$ cat src/rtl/decode_stage_pipelined.sv
// decode_stage_pipelined
//   Instruction decode stage with the ID/EX pipeline register. Splits the
//   instruction into fields and reads the register file. The register file has
//   write-through, so data written back this cycle is seen at once. The stage
//   decodes EX/MEM/WB controls and detects load-use hazards. A hazard raises
//   o_stall so that IF holds. A bubble goes into ID/EX on a stall, a flush or
//   an invalid input.
//
//   Ports
//     i_clock, i_reset          rising-edge clock, asynchronous active-high reset
//     i_valid, i_instruction,   instruction (and its PC+4) from IF/ID
//     i_pc
//     i_flush                   kill the instruction in ID (taken branch)
//     i_wb_wr_enb/addr/data     register file write port from WB
//     o_stall                   combinational hold request to IF
//     o_valid ... o_mem_to_reg  registered ID/EX contents
//
//   Optional feature: define STALL_COUNTER_EN to add the saturating
//   o_stall_count / o_flush_count performance counters.
module decode_stage_pipelined #(
  parameter int NB_DATA   = 32,
  parameter int NB_ADDR   = 5,
  parameter int NB_PC     = 32,
  parameter int NB_OPCODE = 6,
  parameter int NB_CNT    = 16
) (
  input  logic                 i_clock,
  input  logic                 i_reset,
  input  logic                 i_valid,
  input  logic [NB_DATA-1:0]   i_instruction,
  input  logic [NB_PC-1:0]     i_pc,
  input  logic                 i_flush,
  input  logic                 i_wb_wr_enb,
  input  logic [NB_ADDR-1:0]   i_wb_wr_addr,
  input  logic [NB_DATA-1:0]   i_wb_data,
  output logic                 o_stall,
  output logic                 o_valid,
  output logic [NB_DATA-1:0]   o_rs_data,
  output logic [NB_DATA-1:0]   o_rt_data,
  output logic [NB_DATA-1:0]   o_imm,
  output logic [NB_ADDR-1:0]   o_sa,
  output logic [NB_PC-1:0]     o_pc,
  output logic [NB_ADDR-1:0]   o_rs_addr,
  output logic [NB_ADDR-1:0]   o_rt_addr,
  output logic [NB_ADDR-1:0]   o_wr_addr,
  output logic [NB_OPCODE-1:0] o_alu_opcode,
  output logic                 o_alu_src_imm,
  output logic                 o_mem_rd_enb,
  output logic                 o_mem_wr_enb,
  output logic                 o_branch,
  output logic                 o_branch_ne,
  output logic                 o_rf_wr_enb,
  output logic                 o_mem_to_reg
`ifdef STALL_COUNTER_EN
  ,
  output logic [NB_CNT-1:0]    o_stall_count,
  output logic [NB_CNT-1:0]    o_flush_count
`endif
);

  localparam int N_REGS = 2**NB_ADDR;
  localparam int NB_IMM = NB_DATA/2;

  localparam logic [NB_OPCODE-1:0] OP_RTYPE = '0;
  localparam logic [NB_OPCODE-1:0] OP_BEQ   = NB_OPCODE'(4);
  localparam logic [NB_OPCODE-1:0] OP_BNE   = NB_OPCODE'(5);
  localparam logic [NB_OPCODE-1:0] OP_LW    = NB_OPCODE'(35);
  localparam logic [NB_OPCODE-1:0] OP_SW    = NB_OPCODE'(43);

  typedef struct packed {
    logic                 valid;
    logic [NB_DATA-1:0]   rs_data;
    logic [NB_DATA-1:0]   rt_data;
    logic [NB_DATA-1:0]   imm;
    logic [NB_ADDR-1:0]   sa;
    logic [NB_PC-1:0]     pc;
    logic [NB_ADDR-1:0]   rs_addr;
    logic [NB_ADDR-1:0]   rt_addr;
    logic [NB_ADDR-1:0]   wr_addr;
    logic [NB_OPCODE-1:0] alu_opcode;
    logic                 alu_src_imm;
    logic                 mem_rd_enb;
    logic                 mem_wr_enb;
    logic                 branch;
    logic                 branch_ne;
    logic                 rf_wr_enb;
    logic                 mem_to_reg;
  } idex_t;

  // ANDI/ORI/XORI/LUI (0011xx) zero-extend; every other immediate sign-extends.
  function automatic logic [NB_DATA-1:0] extend_imm(input logic [NB_OPCODE-1:0] op,
                                                    input logic [NB_IMM-1:0] imm);
    if ((op >> 2) == NB_OPCODE'(3)) return {{(NB_DATA-NB_IMM){1'b0}}, imm};
    return {{(NB_DATA-NB_IMM){imm[NB_IMM-1]}}, imm};
  endfunction

  logic [NB_OPCODE-1:0] op, funct;
  logic [NB_ADDR-1:0]   rs, rt, rd, sa;
  logic [NB_IMM-1:0]    imm;

  assign op    = i_instruction[NB_DATA-1 -: NB_OPCODE];
  assign rs    = i_instruction[NB_DATA-NB_OPCODE-1 -: NB_ADDR];
  assign rt    = i_instruction[NB_DATA-NB_OPCODE-NB_ADDR-1 -: NB_ADDR];
  assign rd    = i_instruction[NB_DATA-NB_OPCODE-2*NB_ADDR-1 -: NB_ADDR];
  assign sa    = i_instruction[NB_DATA-NB_OPCODE-3*NB_ADDR-1 -: NB_ADDR];
  assign funct = i_instruction[NB_OPCODE-1:0];
  assign imm   = i_instruction[NB_IMM-1:0];

  logic [NB_DATA-1:0] regs [N_REGS];
  logic [NB_DATA-1:0] rs_rd, rt_rd;
  logic               reads_rt, hazard, bubble;
  idex_t              idex_p0, idex_p1;

  // Write-through read: a register being written this cycle returns the new data.
  assign rs_rd = (rs == '0) ? '0 :
                 (i_wb_wr_enb && i_wb_wr_addr == rs) ? i_wb_data : regs[rs];
  assign rt_rd = (rt == '0) ? '0 :
                 (i_wb_wr_enb && i_wb_wr_addr == rt) ? i_wb_data : regs[rt];

  // Load-use hazard against the load now sitting in ID/EX. Only R-type, SW and
  // branches read rt as a source; ALU-imm and LW use rt as their destination.
  assign reads_rt = (op == OP_RTYPE) || (op == OP_SW) || (op == OP_BEQ) || (op == OP_BNE);
  assign hazard   = idex_p1.valid && idex_p1.mem_rd_enb && (idex_p1.wr_addr != '0) && i_valid &&
                    ((idex_p1.wr_addr == rs) || ((idex_p1.wr_addr == rt) && reads_rt));
  // A flush kills the dependent instruction, so there is nothing to hold.
  assign o_stall  = hazard && !i_flush;
  assign bubble   = i_flush || hazard || !i_valid;

  always_comb begin
    idex_p0            = '0;
    idex_p0.rs_data    = rs_rd;
    idex_p0.rt_data    = rt_rd;
    idex_p0.imm        = extend_imm(op, imm);
    idex_p0.sa         = sa;
    idex_p0.pc         = i_pc;
    idex_p0.rs_addr    = rs;
    idex_p0.rt_addr    = rt;
    idex_p0.wr_addr    = rt;
    idex_p0.alu_opcode = op;
    if (op == OP_RTYPE) begin
      idex_p0.wr_addr    = rd;
      idex_p0.alu_opcode = funct;
      idex_p0.rf_wr_enb  = 1'b1;
    end else if ((op >> 3) == NB_OPCODE'(1)) begin
      idex_p0.rf_wr_enb   = 1'b1;
      idex_p0.alu_src_imm = 1'b1;
    end else if (op == OP_LW) begin
      idex_p0.mem_rd_enb  = 1'b1;
      idex_p0.rf_wr_enb   = 1'b1;
      idex_p0.mem_to_reg  = 1'b1;
      idex_p0.alu_src_imm = 1'b1;
    end else if (op == OP_SW) begin
      idex_p0.mem_wr_enb  = 1'b1;
      idex_p0.alu_src_imm = 1'b1;
    end else if (op == OP_BEQ) begin
      idex_p0.branch = 1'b1;
    end else if (op == OP_BNE) begin
      idex_p0.branch_ne = 1'b1;
    end
    idex_p0.valid = 1'b1;
    if (bubble) begin
      idex_p0.valid       = 1'b0;
      idex_p0.alu_src_imm = 1'b0;
      idex_p0.mem_rd_enb  = 1'b0;
      idex_p0.mem_wr_enb  = 1'b0;
      idex_p0.branch      = 1'b0;
      idex_p0.branch_ne   = 1'b0;
      idex_p0.rf_wr_enb   = 1'b0;
      idex_p0.mem_to_reg  = 1'b0;
    end
  end

  always_ff @(posedge i_clock or posedge i_reset) begin
    if (i_reset) begin
      for (int i = 0; i < N_REGS; i++) regs[i] <= '0;
    end else if (i_wb_wr_enb && i_wb_wr_addr != '0) begin
      regs[i_wb_wr_addr] <= i_wb_data;
    end
  end

  // ---- ID / EX boundary ----
  always_ff @(posedge i_clock or posedge i_reset) begin
    if (i_reset) idex_p1 <= '0;
    else         idex_p1 <= idex_p0;
  end

  assign o_valid       = idex_p1.valid;
  assign o_rs_data     = idex_p1.rs_data;
  assign o_rt_data     = idex_p1.rt_data;
  assign o_imm         = idex_p1.imm;
  assign o_sa          = idex_p1.sa;
  assign o_pc          = idex_p1.pc;
  assign o_rs_addr     = idex_p1.rs_addr;
  assign o_rt_addr     = idex_p1.rt_addr;
  assign o_wr_addr     = idex_p1.wr_addr;
  assign o_alu_opcode  = idex_p1.alu_opcode;
  assign o_alu_src_imm = idex_p1.alu_src_imm;
  assign o_mem_rd_enb  = idex_p1.mem_rd_enb;
  assign o_mem_wr_enb  = idex_p1.mem_wr_enb;
  assign o_branch      = idex_p1.branch;
  assign o_branch_ne   = idex_p1.branch_ne;
  assign o_rf_wr_enb   = idex_p1.rf_wr_enb;
  assign o_mem_to_reg  = idex_p1.mem_to_reg;

`ifdef STALL_COUNTER_EN
  always_ff @(posedge i_clock or posedge i_reset) begin
    if (i_reset) begin
      o_stall_count <= '0;
      o_flush_count <= '0;
    end else begin
      if (o_stall && o_stall_count != '1)                 o_stall_count <= o_stall_count + 1'b1;
      if (i_flush && i_valid && o_flush_count != '1)      o_flush_count <= o_flush_count + 1'b1;
    end
  end
`else
  logic unused_cnt;
  assign unused_cnt = ^NB_CNT;
`endif

endmodule

$ cat config.mk
export PLATFORM = sky130hd
export DESIGN_NAME = decode_stage_pipelined
export DESIGN_NICKNAME = d
export VERILOG_FILES = /design/src/rtl/decode_stage_pipelined.sv
export SDC_FILE = /design/constraint.sdc
export NUM_CORES = 2
export LEC_CHECK = 0
export ABC_AREA = 0
export CELL_PAD_IN_SITES_DETAIL_PLACEMENT = 1
export CELL_PAD_IN_SITES_GLOBAL_PLACEMENT = 2
export CORE_MARGIN = 8
export CORE_UTILIZATION = 48
export DETAILED_ROUTE_END_ITERATION = 10
export GPL_ROUTABILITY_DRIVEN = 0
export GPL_TIMING_DRIVEN = 0
export PLACE_DENSITY_LB_ADDON = 0.25
export SYNTH_ARGS = -nofsm -noshare
export SYNTH_HDL_FRONTEND = slang
export SYNTH_SLANG_ARGS = --single-unit
export TNS_END_PERCENT = 10
$ cat constraint.sdc
create_clock -name i_clock -period 83.7 [get_ports i_clock]
set_input_delay 8.37 -clock i_clock [delete_from_list [all_inputs] [get_ports i_clock]]
set_output_delay 8.37 -clock i_clock [all_outputs]
set_load 0.01 [all_outputs]
[Yosys cells after proc, flatten, opt, wreduce, memory -nomap -nowiden]
Cells that the tools add are included.
Cells by class
  equal/unequal tests: 10
  reduce and logical (&&, ||, !) cells: 23
  mux-type cells: 35
  bitwise operators: 3
  magnitude comparators: 4
Operator list (number)
  1024-bit bitwise mux: 1
  32-bit two-way mux: 11
  32-bit binary-select mux with 5-bit select: 2
  32-bit demux with 5-bit select: 1
  5-bit == test: 4
  6-bit >= comparator (second input constant): 3
  5-bit NOT with 6-bit output: 3
  1-bit two-way mux: 13
  6-bit by 3-bit == test with 1-bit output (second input constant): 2
  6-bit == test (second input constant): 2
  11-bit two-way mux: 1
  1-bit logical AND: 10
  5-bit logical NOT: 2
  5-bit nonzero test: 2
  7-bit two-way mux: 1
  6-bit logical NOT: 1
  1-bit logical OR: 6
  6-bit by 1-bit less-than comparator with 1-bit output (second input constant): 1
  5-bit two-way mux: 1
  4-bit by 2-bit == test with 1-bit output (second input constant): 1
  2-bit two-way mux: 2
  4-bit two-way mux: 1
  3-bit by 1-bit == test with 1-bit output (second input constant): 1
  3-bit two-way mux: 1
  1-bit logical NOT: 2
Word-level totals
  logic and storage cells: 124
  input bits: 106
  output and inout bits: 163
  register bits: 1186

[Logic depth before layout (Yosys ltp)]
  depth after elaboration: 10
  mapped depth: 9
  depth with buffers taken out: 5

[Worst setup path after synthesis]
Ideal clock, no wire load.
  kind: input -> output
  start: in i_instruction[18]
  end: out o_stall
  slack: 65.433 ns
  required time: 75.330 ns
  stages: 7
  data arrival time: 9.897 ns
  buffers on the path: 2
  cells stage by stage: buf_2 -> buf_2 -> xnor2_1 -> nand4_1 -> or4_1 -> a21oi_2 -> nor2b_1
Between the ends
  longest elaborated chain between the ends: 5
RTL lines
  start, declared: line 30  | input logic [NB_DATA-1:0] i_instruction,
  5-bit == test: line 124  | ((idex_p1.wr_addr == rs) || ((idex_p1.wr_addr == rt) && reads_rt));
  1-bit logical AND: line 124
  1-bit logical OR: line 124
  1-bit logical AND: line 123  | assign hazard = idex_p1.valid && idex_p1.mem_rd_enb && (idex_p1.wr_addr != '0) && i_valid &&
  1-bit logical AND: line 126  | assign o_stall = hazard && !i_flush;
  end, declared: line 36  | output logic o_stall,
No other way between the ends.

[Worst setup path in the final report]
  start: in i_instruction[24]
  end: out o_stall
Between the ends
  longest elaborated chain between the ends: 4
RTL lines (line)
  5-bit == test: 124
  1-bit logical OR: 124
  1-bit logical AND: 123
  1-bit logical AND: 126
No other way between the ends.

==> impl_metrics.toml <==
[outcome]
status = "finished with violations"
violations = "max-capacitance violations, max-slew violations"

[critical_path]
crit_path_max_fanout = 10
end_kind = "output pin"
startpoint_type = "primary input"
cp_cell_sequence = "clkdlybuf4s50_1, buf_2, clkbuf_2, xnor2_1, nand3_1, a21oi_2, nor2b_1, clkdlybuf4s50_1"
critical_path_required_ps = 75330
cpMaxStageDelayCell = "clkdlybuf4s50_1"
worst_ep_arrival_time_ps = 11960
max_stage_delay_ps = 840
crit_top_cell = "clkdlybuf4s50_1"
r2r_setup_slack_ps = 81530
path_class = "primary input to output pin"

[sta]
setup_slack_ps = 63370
finalHoldViolCount = 0
rsz0062_at_grt = "false"
worst_slew_pin_slew_ps = 1730
timing.slew.headroom = -0.152
max_freq_ghz = 0.0492
clock_skew_ps = 35.8
slew_violations = 327
totalNegativeSetupSlack_ps = 0
finalCritPeriodShare = 0.243
setup_viol = 0
period_needed_ps = 20330

[global_route]
grt-ovfl-total = 0
grt_max_degree = 124
grt_usage = 0.413
grt_pass1_wl_mm = 387
grt_pass1_vias = 46400
antenna_found_initial = 23

[synthesis]
synth-edff-count = 0
synth-xor-area-share = 0.00296
synth_cells = 4096
synthMuxAreaShare = 0.384
syn_nets = 4202
synth_area_um2 = 59100
synth_adder_area_share = 0
ys_ff_latch = 1165
avgSynthCellArea_um2 = 14.4
ys.flop_type = "dfrtp_1"
seq_area_frac_synth = 0.493
synth_compound_area_frac = 0.0670
synth_top_family_by_area = "multiplexers"
synth-async-reset-ratio = 1.00
ys_warn_count = 0
yosys.area_share.simple = 0.0155
synth_cell_type_count = 56

[detailed_routing]
firstDrtPassIters = 8
viasPerCell = 7.34
ant_nets = 0
drt_iter0_markers = 6886
drc = 0
routedWlPerCell_um = 45.6
vias = 45900
routed_wl_mm = 285

[die]
die_h_um = 367
rows = 128
fp.dieW_um = 367
coreArea_um2 = 122000
num_io_pins = 269
die_area_um2 = 135000
floorplan.initialDensity = 0.485

[job]
maxCapViolCount = 31

[hold_path]
hold_class = "register to register"

[layout]
syn_to_final_growth_pct = 16.0
fin_util = 0.562
drive_above_1_share = 0.389
fill_cells = 11700
nets = 4612

[cts]
clk_latency_ps = 800
cts_setup_buffers = 0
numCtsBuffers = 135
cts_resized = 0
cts_tree = "yes"
clockBufferDepth = 3
numClockSinks = 1165
h-tree-depth = 4
postCtsHoldBufs = 0
clkSlewWorstSetupHoldPaths_ps = 50
root_buffer = "clkbuf_16"

[power]
ir_drop_mv = 0.0233
p_leak_nw = 29.9
power_density_nw_per_um2 = 24.8

[placement]
hpwl_mm = 184
port_buffers = 262
pre_cts_slack_ps = 63600
[cells in the mapped netlist (55+ instances only)]
cell	count	area (µm²)
a21oi_1	78	390
a221o_1	82	821
a221oi_1	67	587
a22oi_1	70	526
buf_1	56	210
buf_2	112	561
clkbuf_1	249	935
dfrtp_1	1165	29200
mux2_2	1011	11400
mux2i_1	357	3570
mux4_2	339	7630
nand2_1	55	206
o21ai_0	58	290
o221ai_1	55	482
[layer usage]
metal	wire, µm	part of all wire	track usage	vias up
li1	-	-	-	16600
met1	100000	0.35	0.498	24200
met2	115000	0.40	0.560	3892
met3	42800	0.15	0.215	1240
met4	25900	0.091	0.300	25
met5	689	0.0024	0.0199	-
[layout by cell type (no fill, tap or decap), drive strengths merged, types with 67 or more instances in the layout]
cell,n
a221o,82
clkbuf,453
mux4,339
clkdlybuf4s50,262
a221oi,67
mux2,1019
a22oi,70
mux2i,357
buf,234
dfrtp,1165
a21oi,79
[power breakdown]
group / leakage, nW / internal, W / switching, W
Sequential: 14.9 / 0.000664 / 0.0000791
Clock: 2.18 / 0.000356 / 0.000251
Combinational: 12.9 / 0.000182 / 0.000172
[worst paths after layout]
| path | from | to | depth (start not counted) |
|---|---|---|---|
| min in group asynchronous | i_reset | o_pc[18] | 2 |
| max in group asynchronous | i_reset | regs[315] | 5 |
| worst max-delay path | i_instruction[24] | o_stall | 8 |
| worst max register to register | regs[715] | o_rs_data[11] | 4 |
| worst min-delay path | regs[1020] | regs[1020] | 1 |
| worst min register to register | regs[1020] | regs[1020] | 1 |
[worst max-delay path, delay by kind of cell]
| family | cells | cell delay [ps] |
|---|---|---|
| buffers and inverters | 4 | 2730 |
| xor gates and xnor gates | 1 | 190 |
| and+or+nand+nor | 2 | 310 |
| AOI/OAI and AO/OA | 1 | 350 |
[state kept, by name, indices dropped and copies added, names as in the netlist, 5 cells and up]
signal        cells
o_rs_data        32
regs           1024
o_imm            13
o_rs_addr         5
o_wr_addr         5
o_pc             32
o_rt_data        32
o_rt_addr         5
o_alu_opcode      6
[stage by stage]
stage / area [µm²] / hold slack, ps / power [W] / std cells
floorplan: 59100 / 441 / 0.000954 / 4096
global placement: 63800 / 457 / 0.00107 / 5983
detailed placement: 64100 / 470 / 0.00109 / 5994
CTS: 68500 / 485 / 0.00169 / 6224
global route: 68600 / 496 / 0.00174 / 6232
finish: 68600 / 487 / 0.00170 / 6246
[area by class of cell]
class                      instances  area [µm²]  area share
inverter                          19        78.8     0.00115
multi-input combinational       2438       27700       0.404
sequential                      1165       29200       0.425
tap                             1625        2030      0.0296
timing repair buffer             273        2910      0.0425
clock buffer                     202        4080      0.0594
buffer                           474        2230      0.0325
antenna                           22        55.1    0.000802
clock inverter                    28         325     0.00474
[cell families (layout without fill, tap and decap cells)]
logic type	after synthesis	in the layout
other cells	0	22
compound gates	515	515
simple gates	188	188
flops	1165	1165
mux	1715	1715
xor+xnor	20	20
buf+inv	493	996
(Power assumes the default switching activity.)
